$ cat src/rtl/serializer.sv
// Parallel-to-serial converter: captures a word plus a length code and shifts the
// selected MSBs out one bit per clock, with a per-bit valid strobe and busy back-pressure.
module serializer #(
  parameter int unsigned DATA_W = 16,
  parameter int unsigned MOD_W  = $clog2(DATA_W)
) (
  input  logic              clk_i,
  input  logic              srst_i,
  input  logic [DATA_W-1:0] data_i,
  input  logic [MOD_W-1:0]  data_mod_i,
  input  logic              data_val_i,
  output logic              ser_data_o,
  output logic              ser_data_val_o,
  output logic              busy_o
);

  // One extra bit so a full-length transfer (DATA_W bits) fits in the counter.
  localparam int unsigned CntW = MOD_W + 1;

  typedef enum logic [0:0] {StIdle, StSend} state_e;

  state_e            state_q;
  logic [DATA_W-1:0] shift_q;    // remaining bits, next one to send at the MSB
  logic [CntW-1:0]   cnt_q;      // bits still to emit after the one on ser_data_o
  logic              ser_q;
  logic              ser_val_q;
  logic              busy_q;

  logic              mod_legal;
  logic              accept;
  logic [CntW-1:0]   len;

  // Decode the length code and decide whether this edge accepts a new word.
  always_comb begin
    mod_legal = (data_mod_i != MOD_W'(1)) && (data_mod_i != MOD_W'(2));
    accept    = data_val_i && !busy_q && mod_legal;
    len       = (data_mod_i == '0) ? CntW'(DATA_W) : {1'b0, data_mod_i};
  end

  // Transfer FSM with registered serial outputs; reset aborts any transfer.
  always_ff @(posedge clk_i or posedge srst_i) begin
    if (srst_i) begin
      state_q   <= StIdle;
      shift_q   <= '0;
      cnt_q     <= '0;
      ser_q     <= 1'b0;
      ser_val_q <= 1'b0;
      busy_q    <= 1'b0;
    end else begin
      unique case (state_q)
        StIdle: begin
          if (accept) begin
            // First bit goes out on this very edge, so the shifter holds the rest.
            state_q   <= StSend;
            ser_q     <= data_i[DATA_W-1];
            shift_q   <= {data_i[DATA_W-2:0], 1'b0};
            cnt_q     <= len - CntW'(1);
            ser_val_q <= 1'b1;
            busy_q    <= 1'b1;
          end
        end
        StSend: begin
          if (cnt_q == '0) begin
            state_q   <= StIdle;
            ser_q     <= 1'b0;
            ser_val_q <= 1'b0;
            busy_q    <= 1'b0;
          end else begin
            ser_q   <= shift_q[DATA_W-1];
            shift_q <= {shift_q[DATA_W-2:0], 1'b0};
            cnt_q   <= cnt_q - CntW'(1);
          end
        end
      endcase
    end
  end

  assign ser_data_o     = ser_q;
  assign ser_data_val_o = ser_val_q;
  assign busy_o         = busy_q;

endmodule

$ cat config.mk
export PLATFORM = sky130hd
export DESIGN_NAME = serializer
export DESIGN_NICKNAME = d
export VERILOG_FILES = /design/src/rtl/serializer.sv
export SDC_FILE = /design/constraint.sdc
export NUM_CORES = 1
export LEC_CHECK = 0
export CAP_MARGIN = 40
export CORE_UTILIZATION = 35
export DETAILED_ROUTE_END_ITERATION = 10
export GPL_ROUTABILITY_DRIVEN = 1
export GPL_TIMING_DRIVEN = 0
export SLEW_MARGIN = 20
export SYNTH_ARGS = -nofsm -noshare
export SYNTH_HDL_FRONTEND = slang
export SYNTH_SLANG_ARGS = --single-unit
$ cat constraint.sdc
create_clock -name clk_i -period 2.1 [get_ports clk_i]
set_clock_uncertainty 0.1 [all_clocks]
set_input_delay 0.21 -clock clk_i [delete_from_list [all_inputs] [get_ports clk_i]]
set_output_delay 0.21 -clock clk_i [all_outputs]
set_load 0.005 [all_outputs]
==> results.py, run 1 <==
metrics = {
    "setup_path": {
        "cp.required_ns": 2.14,
        "cp.arrival_ns": 2.05,
        "worstPathMaxFanout": 8,
        "cp_top_family": "compound AO/OA/AOI/OAI gates",
        "path_buf_inv": 2,
        "cp_slowest_cell": "dfrtp_1",
        "path_class": "flip-flop to flip-flop",
        "path_cells": "clkbuf_8 -> mux2i_2 -> ha_2 -> inv_1 -> o31a_1 -> a211oi_1 -> a21oi_1",
        "cp-end-kind": "flip-flop",
        "cpPeakStageDelay_ns": 0.34,
        "start_kind": "flip-flop",
    },
    "synth": {
        "synthesis.area_mm2": 0.00132,
        "synthCells": 106,
        "synth.area.top_cells": "dfrtp_1, mux2_2, mux2_4",
        "avgSynthCellArea_um2": 12.4,
        "yosys.area.top_type": "dfrtp_1",
        "yosys_register_bits": 23,
        "yosysSeqAreaShare": 0.438,
        "netlist.area_leader.share": 0.438,
        "synth_fp_nets": 130,
        "synth_warnings": 0,
        "synth_cell_type_count": 31,
    },
    "floorplanning": {
        "initial_utilization": 0.379,
        "dieArea_mm2": 0.00401,
        "ios": 26,
        "die_w_um": 63.3,
        "coreArea_mm2": 0.00347,
        "die_height_um": 63.3,
        "rows": 21,
    },
    "outcome": {
        "run_status": "finished, final reports clean",
    },
    "timing": {
        "tightestPinTransition_ns": 0.555,
        "slew_headroom": 0.630,
        "setup-violations-final": 0,
        "period_share": 0.957,
        "setup_tns_ns": 0,
        "period_minus_slack_ns": 2.01,
        "final-max-slew-violation-count": 0,
        "hold-worst-slack_ns": 0.160,
        "hold_viol_final": 0,
        "fmaxAchievable_mhz": 498,
    },
    "drt": {
        "drc": 0,
        "drt_pass1_iterations": 4,
        "drt_first_iter_violations": 17,
        "vias": 923,
        "drt_wl_total_um": 2450,
        "ant_nets": 0,
        "wl_per_cell_um": 13.5,
        "vias_per_cell": 5.07,
    },
    "place": {
        "hpwl_um": 1810,
        "numPortBuffers": 25,
        "gp_congestion": 0.837,
        "placed_area_mm2": 0.00164,
    },
    "global_routing": {
        "grt_pass1_wl_um": 4180,
        "antenna_found_initial": 0,
        "grtUsageMet2": 0.228,
        "grt_pass1_vias": 950,
        "use_met3": 0.0236,
        "overflow": 0,
        "grtUsageTotal": 0.132,
        "met1_usage": 0.161,
        "grt_most_used_layer": "met2",
        "grt_max_degree": 14,
    },
    "job": {
        "drv_cap": 0,
    },
    "finish": {
        "post-route-util": 0.490,
        "nets": 161,
        "postLayoutCellArea_mm2": 0.00170,
        "nFillCells": 338,
        "drive_gt1_frac": 0.316,
        "antenna_cells": 0,
        "area_growth_pct": 29.1,
    },
    "power": {
        "power_w": 0.00245,
        "ir_worst_vdd_mv": 0.552,
        "power_density_mw_per_mm2": 1440,
        "p_leak_nw": 0.716,
    },
    "clock_network": {
        "clock_latency_ns": 0.26,
        "cts_buffers": 3,
        "cts_max_path_buffers": 2,
        "post-cts-setup-buffers": 0,
        "tritoncts": "built",
        "cts-root-buf": "clkbuf_8",
        "clock_sinks": 23,
        "clk_pin_slew_worst_paths_ns": 0.08,
        "cts_max_level": 1,
        "cts.repair.resized": 0,
        "hold_buffers": 0,
    },
    "min_path": {
        "hold_path.class": "input port to async pin",
    },
}
-- kinds of logic after synthesis --
kind of cell    after synthesis  synth area share
mux                          36             0.324
flops                        23             0.438
compound gates               20             0.107
simple gates                 13            0.0495
buf+inv                      11            0.0599
xor+xnor                      2            0.0133
fa+ha+maj                     1           0.00951
-- power by group --
part	total (W)	switching (W)	internal, W
clock	0.000267	0.000132	0.000135
sequential	0.000824	0.000152	0.000673
combinational	0.00135	0.000531	0.000824
total	0.00245	0.000815	0.00163
-- registers in the layout, indices dropped and copies added, names as in the netlist --
register,cells
shift_q,15
cnt_q,5
busy_o,1
ser_data_o,1
state_q,1
-- synth_stat cells, drive strengths merged --
cell,instances
a211oi,2
a21boi,2
a21o,1
a21oi,3
a31o,1
a31oi,1
a32oi,1
buf,3
clkbuf,3
dfrtp,23
ha,1
inv,5
mux2,28
mux2i,8
nand2,2
nand3,2
nand4,1
nor2,4
nor3,1
nor4,1
o21ai,6
o22ai,2
o31a,1
or2b,1
or3,1
xor2,2
-- final cells by class --
cell class | count | area, um2 | area share
timing repair buffer | 26 | 265 | 0.156
inverter | 5 | 18.8 | 0.0111
multi-input combinational | 72 | 676 | 0.398
buffer | 6 | 60.1 | 0.0354
sequential | 23 | 576 | 0.339
clock buffer | 4 | 45.0 | 0.0265
tap | 46 | 57.6 | 0.0339
-- path summary, 6_finish.rpt --
kind	from	to	slack [ns]	cells after the start
worst max-delay path	state_q$_DFF_PP0_	cnt_q[4]$_DFFE_PP0P_	0.09	7
worst min-delay path	srst_i	ser_data_o$_DFFE_PP0P_	0.16	2
worst max register to register	state_q$_DFF_PP0_	cnt_q[4]$_DFFE_PP0P_	0.09	7
worst min register to register	shift_q[6]$_DFFE_PP0P_	shift_q[6]$_DFFE_PP0P_	0.41	1
max in group asynchronous	srst_i	shift_q[11]$_DFFE_PP0P_	1.29	3
min in group clk_i	shift_q[6]$_DFFE_PP0P_	shift_q[6]$_DFFE_PP0P_	0.41	1
-- per-layer routing --
metal / routed length, um / up-vias / share of wire
li1: - / 449 / -
met1: 1140 / 448 / 0.46
met5: 0 / - / 0
met3: 97 / 5 / 0.040
met4: 42 / 0 / 0.017
met2: 1180 / 21 / 0.48
-- per-stage QoR --
stage | instances | worst slack, ns
final | 182 | 0.0912
after global routing | 182 | -0.00352
after CTS | 182 | 0.0113
after detailed placement | 178 | -0.138
after global placement | 177 | -0.0794
after floorplan | 106 | 0.232
-- placed cells by master (no fill, tap or decap), drive strengths merged, types with 2 or more instances in the layout --
master / n
mux2i: 8
dfrtp: 23
mux2: 28
nand2: 2
a21boi: 2
inv: 5
nand3: 2
nor2: 4
o21ai: 6
clkdlybuf4s50: 25
clkbuf: 7
a211oi: 2
buf: 4
o22ai: 2
a21oi: 3
xor2: 2
(Power assumes the default switching activity.)
==> run 2, diff against run 1 <==
--- a/config.mk
+++ b/config.mk
@@ -7,6 +7,7 @@
 export LEC_CHECK = 0
 export CAP_MARGIN = 40
 export CORE_UTILIZATION = 35
+export CTS_CLUSTER_DIAMETER = 150
 export DETAILED_ROUTE_END_ITERATION = 10
 export GPL_ROUTABILITY_DRIVEN = 1
 export GPL_TIMING_DRIVEN = 0
==> results of run 2 <==
Final layout, timing and power as in run 1 (identical DEF).
